[src/rtl/sms_ram_arb.sv]
// Purpose : shares one single-port SMS SRAM bank between two requesters,
//           using round-robin or fixed priority with a starvation override.
// Latency : grant is combinational (0 cycles); read data and rvalid follow 1 cycle later.
// Backpressure: a requester holds rqN_sel until its rqN_gnt. The loser waits at
//           most 1 cycle in round-robin mode and STARVE_MAX cycles in fixed mode.
//
// Ports:
//   i_sys_hclk, i_sys_rst_b      clock and async active-low reset
//   arb_mode                     0 = round-robin, 1 = fixed priority (rq0 high)
//   rqN_sel/write/addr/size/wdata  requester N access request
//   rqN_gnt                      access issued to the bank this cycle
//   rqN_rvalid/rqN_rdata         read return, one cycle after the grant
//   ram_*                        bank macro interface
//   ram_idle                     no request pending and no read in flight
//   starve_cnt_o                 debug view of the starvation counter
module sms_ram_arb #(
  parameter int ADDR_W     = 16,
  parameter int STARVE_MAX = 4
) (
  input  logic              i_sys_hclk,
  input  logic              i_sys_rst_b,
  input  logic              arb_mode,
  input  logic              rq0_sel,
  input  logic              rq0_write,
  input  logic [ADDR_W-1:0] rq0_addr,
  input  logic [2:0]        rq0_size,
  input  logic [31:0]       rq0_wdata,
  input  logic              rq1_sel,
  input  logic              rq1_write,
  input  logic [ADDR_W-1:0] rq1_addr,
  input  logic [2:0]        rq1_size,
  input  logic [31:0]       rq1_wdata,
  output logic              rq0_gnt,
  output logic              rq1_gnt,
  output logic              rq0_rvalid,
  output logic              rq1_rvalid,
  output logic [31:0]       rq0_rdata,
  output logic [31:0]       rq1_rdata,
  output logic              ram_sel,
  output logic              ram_write,
  output logic [ADDR_W-1:0] ram_addr,
  output logic [2:0]        ram_size,
  output logic [31:0]       ram_wdata,
  input  logic [31:0]       ram_rdata,
  output logic              ram_idle,
  output logic [3:0]        starve_cnt_o
);

  localparam logic [3:0] LP_STARVE_MAX = 4'(STARVE_MAX);

  logic       r_last_gnt;
  logic [3:0] r_starve_cnt;
  logic       r_rd_pend;
  logic       r_rd_owner;

  logic       w_pick1;
  logic       w_rd_gnt;

  // Tie-break only: which requester wins when both are eligible.
  // Fixed mode hands rq1 one grant once it has lost STARVE_MAX times in a row.
  assign w_pick1 = arb_mode ? (r_starve_cnt == LP_STARVE_MAX) : ~r_last_gnt;

  assign rq0_gnt = rq0_sel & (~rq1_sel | ~w_pick1);
  assign rq1_gnt = rq1_sel & (~rq0_sel |  w_pick1);
  assign ram_sel = rq0_gnt | rq1_gnt;

  always_comb begin
    ram_write = 1'b0;
    ram_addr  = '0;
    ram_size  = 3'b000;
    ram_wdata = 32'h0;
    if (rq1_gnt) begin
      ram_write = rq1_write;
      ram_addr  = rq1_addr;
      ram_size  = rq1_size;
      ram_wdata = rq1_wdata;
    end else if (rq0_gnt) begin
      ram_write = rq0_write;
      ram_addr  = rq0_addr;
      ram_size  = rq0_size;
      ram_wdata = rq0_wdata;
    end
  end

  assign w_rd_gnt = ram_sel & ~ram_write;

  // Arbitration history. Only real grants touch these, so a retracted
  // request cannot disturb last_gnt or starve_cnt.
  always_ff @(posedge i_sys_hclk or negedge i_sys_rst_b) begin
    if (!i_sys_rst_b) begin
      r_last_gnt   <= 1'b0;
      r_starve_cnt <= 4'd0;
    end else begin
      if (ram_sel) begin
        r_last_gnt <= rq1_gnt;
      end
      if (!arb_mode) begin
        r_starve_cnt <= 4'd0;
      end else if (rq1_gnt) begin
        r_starve_cnt <= 4'd0;
      end else if (rq1_sel && (r_starve_cnt < LP_STARVE_MAX)) begin
        r_starve_cnt <= r_starve_cnt + 4'd1;
      end
    end
  end

  // One read can be in flight; a new grant every cycle simply re-arms it.
  always_ff @(posedge i_sys_hclk or negedge i_sys_rst_b) begin
    if (!i_sys_rst_b) begin
      r_rd_pend  <= 1'b0;
      r_rd_owner <= 1'b0;
    end else begin
      r_rd_pend <= w_rd_gnt;
      if (w_rd_gnt) begin
        r_rd_owner <= rq1_gnt;
      end
    end
  end

  assign rq0_rvalid   = r_rd_pend & ~r_rd_owner;
  assign rq1_rvalid   = r_rd_pend &  r_rd_owner;
  assign rq0_rdata    = ram_rdata;
  assign rq1_rdata    = ram_rdata;
  assign ram_idle     = ~rq0_sel & ~rq1_sel & ~r_rd_pend;
  assign starve_cnt_o = r_starve_cnt;

endmodule

[config.mk]
export PLATFORM = sky130hd
export DESIGN_NAME = sms_ram_arb
export DESIGN_NICKNAME = d
export VERILOG_FILES = /design/src/rtl/sms_ram_arb.sv
export SDC_FILE = /design/constraint.sdc
export NUM_CORES = 1
export LEC_CHECK = 0
export ABC_AREA = 1
export CORE_AREA = 3 3 102 104
export DETAILED_ROUTE_END_ITERATION = 7
export DIE_AREA = 0 0 105 107
export DONT_BUFFER_PORTS = 1
export GPL_ROUTABILITY_DRIVEN = 0
export GPL_TIMING_DRIVEN = 1
export PLACE_DENSITY = 0.37
export RECOVER_POWER = 25
export SYNTH_ARGS = -nofsm -noshare
export SYNTH_HDL_FRONTEND = slang
export SYNTH_SLANG_ARGS = --single-unit
[constraint.sdc]
create_clock -name i_sys_hclk -period 1.77 [get_ports i_sys_hclk]
set_input_delay 0.354 -clock i_sys_hclk [delete_from_list [all_inputs] [get_ports i_sys_hclk]]
set_output_delay 0.354 -clock i_sys_hclk [all_outputs]
set_load 0.02 [all_outputs]
Word level (Yosys, flattened, before mapping)
Index checks and enable logic that the tools add are counted.
{ "word_totals": {"ff_bits": 7, "in_bits": 141, "out_inout_bits": 126, "wordCells": 38} }
{ "classes": {"addsub": 1, "order_cmp": 1, "n_eq_ne": 2, "muxes": 12, "bitwise_logic": 17, "n_reduce_logical": 1} }
{ "op_table": {"columns": ["operator", "count"], "rows": [
  ["2-to-1 mux 32 bit", 2],
  ["2-to-1 mux 16 bit", 2],
  ["2-to-1 mux 4 bit", 3],
  ["bitwise AND 1 bit", 7],
  ["inverter 1 bit", 7],
  ["2-to-1 mux 3 bit", 2],
  ["adder 4 x 1 -> 4 bit (second input constant)", 1],
  ["== test 4 x 3 -> 1 bit (second input constant)", 1],
  ["< comparator 4 x 3 -> 1 bit (second input constant)", 1],
  ["2-to-1 mux 1 bit", 3],
  ["inequality test 3 x 1 -> 1 bit (second input constant)", 1],
  ["bitwise OR 1 bit", 3],
  ["logical AND 1 bit", 1]
]} }

Logic depth before layout (Yosys ltp)
{ "logic_depth": {"depth_word": 9, "ltp_mapped": 11} }

Least setup slack after synthesis
OpenSTA, ideal clock, no wires.
{ "synth_timing": {"path_type": "register to output", "startpoint": "reg r_starve_cnt[0] (netlist: starve_cnt_o[0])", "endpoint": "out ram_addr[10]", "t_arrival_ps": 1446, "setup_slack_ps": -30, "path_stages_with_launch": 11, "n_path_buf": 1, "path_cell_list": "dfrtp_1 inv_1 ha_1 nand2_1 inv_1 nand2_2 nand2_4 nand2_8 buf_8 nand2_2 nand2_1"} }
{ "synth_via": {"elab_chain_cells": 7, "elab_cells_between_ends": 9, "classes_between": "eq/ne: 1; mux: 3; bitwise: 5"} }
{ "synth_rtl": {"columns": ["element", "line_no", "rtl"], "rows": [
  ["start: declaration", "52", "logic [3:0] r_starve_cnt;"],
  ["start signal: assignment", "102", "r_starve_cnt <= r_starve_cnt + 4'd1;"],
  ["== test 4 x 3 -> 1 bit", "61", "assign w_pick1 = arb_mode ? (r_starve_cnt == LP_STARVE_MAX) : ~r_last_gnt;"],
  ["2-to-1 mux 1 bit", "61", null],
  ["inverter 1 bit", "63", "assign rq0_gnt = rq0_sel & (~rq1_sel | ~w_pick1);"],
  ["bitwise OR 1 bit", "63", null],
  ["bitwise AND 1 bit", "63", null],
  ["named net rq0_gnt", "33", "output logic rq0_gnt,"],
  ["2-to-1 mux 16 bit", "77", "end else if (rq0_gnt) begin"],
  ["2-to-1 mux 16 bit", "72", "if (rq1_gnt) begin"],
  ["end: declaration", "41", "output logic [ADDR_W-1:0] ram_addr,"]
]} }
The timed path passes the listed nets, and every way through them passes these cells.

Worst setup path after layout
{ "layout_timing": {"startpoint": "reg r_starve_cnt[0] (netlist: starve_cnt_o[0])", "endpoint": "out ram_addr[12]"} }
{ "layout_via": {"elab_chain_cells": 7, "elab_cells_between_ends": 9, "classes_between": "eq/ne: 1; mux: 3; bitwise: 5"} }
{ "layout_rtl": {"columns": ["element", "line_no"], "rows": [
  ["== test 4 x 3 -> 1 bit *", "61"],
  ["2-to-1 mux 1 bit *", "61"],
  ["inverter 1 bit", "63"],
  ["bitwise OR 1 bit", "63"],
  ["bitwise AND 1 bit", "63"],
  ["2-to-1 mux 16 bit", "77"],
  ["2-to-1 mux 16 bit *", "72"]
]} }
Mark *: on every way between the ends. The rest lies on a longest branch, timed or not.

==> out/results.ini <==
[outcome]
run_status = finished, violations left
violations = negative setup slack

[final_layout]
fin_area_mm2 = 0.00248
syn_to_final_growth_pct = 48.8
layout-drive-gt1-share_pct = 76.0
layout.cells.non_filler = 375
finalNetCount = 386
utilization_pct = 25.7
antenna_cells = 0

[yosys]
ys_ff_latch = 7
synth_cell_types = 20
seq_area_frac_synth_pct = 10.5
avgSynthCellArea_um2 = 5.96
synth_cells = 280
synth.cell_area_mm2 = 0.00167
syn-num-nets = 423
yosysWarningCount = 0

[floorplan]
row_count = 36
core-area_mm2 = 0.00964
die_x_um = 105
die_h_um = 107
start_util_pct = 17.3
die_area_mm2 = 0.0112
num_io_pins = 267

[worst_setup_path]
critPathLaunch = starve_cnt_o[0]
reg2reg_from = starve_cnt_o[0]
required_ns = 1.42
crit_path_max_fanout = 7
crit_path_start_kind = flip-flop
crit_path_end_kind = output pin
path_class = reg -> out
critical_path_arrival_ns = 1.60

[drt]
wirelength_mm = 7.56
drt-vias-per-instance = 4.11
antenna_left = 0
drtIter0Drc = 54
vias = 1541
first_pass_iters = 4
drcViolationCount = 0
wl_per_cell_um = 20.2

[cts]
cts_buffer_depth = 2
insertion_delay_ns = 0.23
tritoncts = yes
cts_sinks = 7
root_buffer = clkbuf_8
path_clk_slew_ns = 0.04
cts.htree.levels = 1
numCtsBuffers = 3

[timing]
period_share_pct = 110
max_freq_mhz = 512
maxSlewHeadroom_pct = 74.1
final.min_clock_period_ns = 1.95
slew_viol_final = 0
setup_viol = 54
tightest_slew_ns = 0.387
fin_ws_ns = -0.183
finClkSkew_ns = 0.00507
hold_viol = 0
rsz0062_at_grt = true

[placement]
post_dp_cell_area_mm2 = 0.00136
dp_worst_setup_slack_ns = -0.206
dpl.hpwl_mm = 4.39
portBuffers = 0
placed_cells = 350

[global_route]
grt_max_degree = 27
grt_pass1_wl_mm = 8.24
globalRoute.busiestLayer = met2
antenna_found_initial = 0
met1_usage_pct = 11.0
grt_use_met3_pct = 3.07
grt_usage_pct = 9.66
grt_overflow = 0
met2_usage_pct = 16.6
grt_pass1_vias = 1377

[pwr]
ir_drop_v = 0.000333
cellPowerDensity_mw_per_mm2 = 496
p_leak_nw = 1.21

[min_path]
min-delay-start = rq0_sel
min-delay-path-class = in -> reg

[job]
max_cap_violations = 0

## layout make-up
type / count / area [um2]
fill: 1061 / 7160
multi-input combinational: 189 / 1620
timing repair buffer: 23 / 297
sequential: 7 / 176
tap: 133 / 166
timing repair inverter: 7 / 104
inverter: 12 / 71.3
clock buffer: 4 / 45.0
## worst paths after layout
path	slack, ns	endpoint	cells after the start
worst max register to register	0.23	r_rd_owner	12
min in group asynchronous	0.47	starve_cnt_o[3]	1
worst max-delay path	-0.18	ram_addr[12]	10
worst min register to register	0.49	r_last_gnt	2
max in group asynchronous	1.03	starve_cnt_o[0]	1
worst min-delay path	0.29	r_last_gnt	3
## flip-flops by register name, indices dropped and copies added, names as in the netlist
name and cells:
r_rd_owner 1, r_rd_pend 1, r_last_gnt 1, starve_cnt_o 4
## synth_stat cells (all sizes together)
master	instances	share of area (%)
or2	1	0.53
nand3	3	0.90
nand2	167	43
a31oi	1	0.38
xor2	1	0.53
nor2	9	2.3
inv	12	3.2
ha	2	1.5
buf	74	36
dfrtp	7	11
nand4	2	0.75
a21oi	1	0.30
## per-layer routing
layer,wire length (um),up-vias
met5,0,-
met4,152,0
met3,615,21
met2,4030,115
met1,2770,704
li1,-,701
## stage by stage
stage	power [mW]	hold WS, ns	setup TNS (ns)
6_report	1.23	0.289	-8.15
5_1_grt	1.31	0.313	-13.60
4_1_cts	1.01	0.285	-9.66
3_5_place_dp	0.658	0.0586	-2.14
3_3_place_gp	0.653	0.0587	-0.341
2_1_floorplan	0.819	0.0584	0
## cells by family (layout without fill, tap and decap cells)
logic type,count (synthesis),in the layout,share of synthesized area [%]
AO/OA/AOI/OAI,2,2,0.675
XOR/XNOR,1,1,0.525
adder cells (fa/ha/maj),2,2,1.50
buffers and inverters,86,46,39.4
flip-flops,7,7,10.5
AND/OR/NAND/NOR,182,184,47.4
## worst max-delay path, stage by stage (launching register included)
cell,delay (ns)
dfrtp_2,0.40
inv_2,0.07
ha_4,0.12
nand2_2,0.04
inv_2,0.06
nand2_4,0.06
nand2_8,0.15
nand2_8,0.12
clkbuf_16,0.19
nand2_2,0.09
nand2_4,0.08
## where the power goes
part	total, mW	switching (mW)	leakage (nW)	internal [mW]
clock	0.221	0.0658	0.0228	0.156
sequential	0.179	0.00773	0.0908	0.171
combinational	0.831	0.548	1.10	0.284
## timing repair
action | in CTS | in global routing
gates cloned | 4 | 11
setup buffers | 3 | 2
pin swaps | 6 | 34
endpoints found under the setup margin | 54 | 54
hold buffers | 1 | 0
hold endpoints to repair | 7 | 0
resized for setup | 84 | 132
## cell usage in the layout, fill, tap and decap left out, types with 2 or more instances in the layout
master and count:
clkbuf_8 3, inv_8 2, buf_6 3, nand2_2 59
nor2_1 7, nand2_4 73, nand3_1 2, nand2_8 9
nor2_2 2, nand4_1 2, buf_4 12, nand2_1 28
clkbuf_16 4, inv_12 2, inv_2 4, clkinv_8 3
inv_1 7, dfrtp_1 6
No activity file was read; power rests on OpenSTA's default activity.
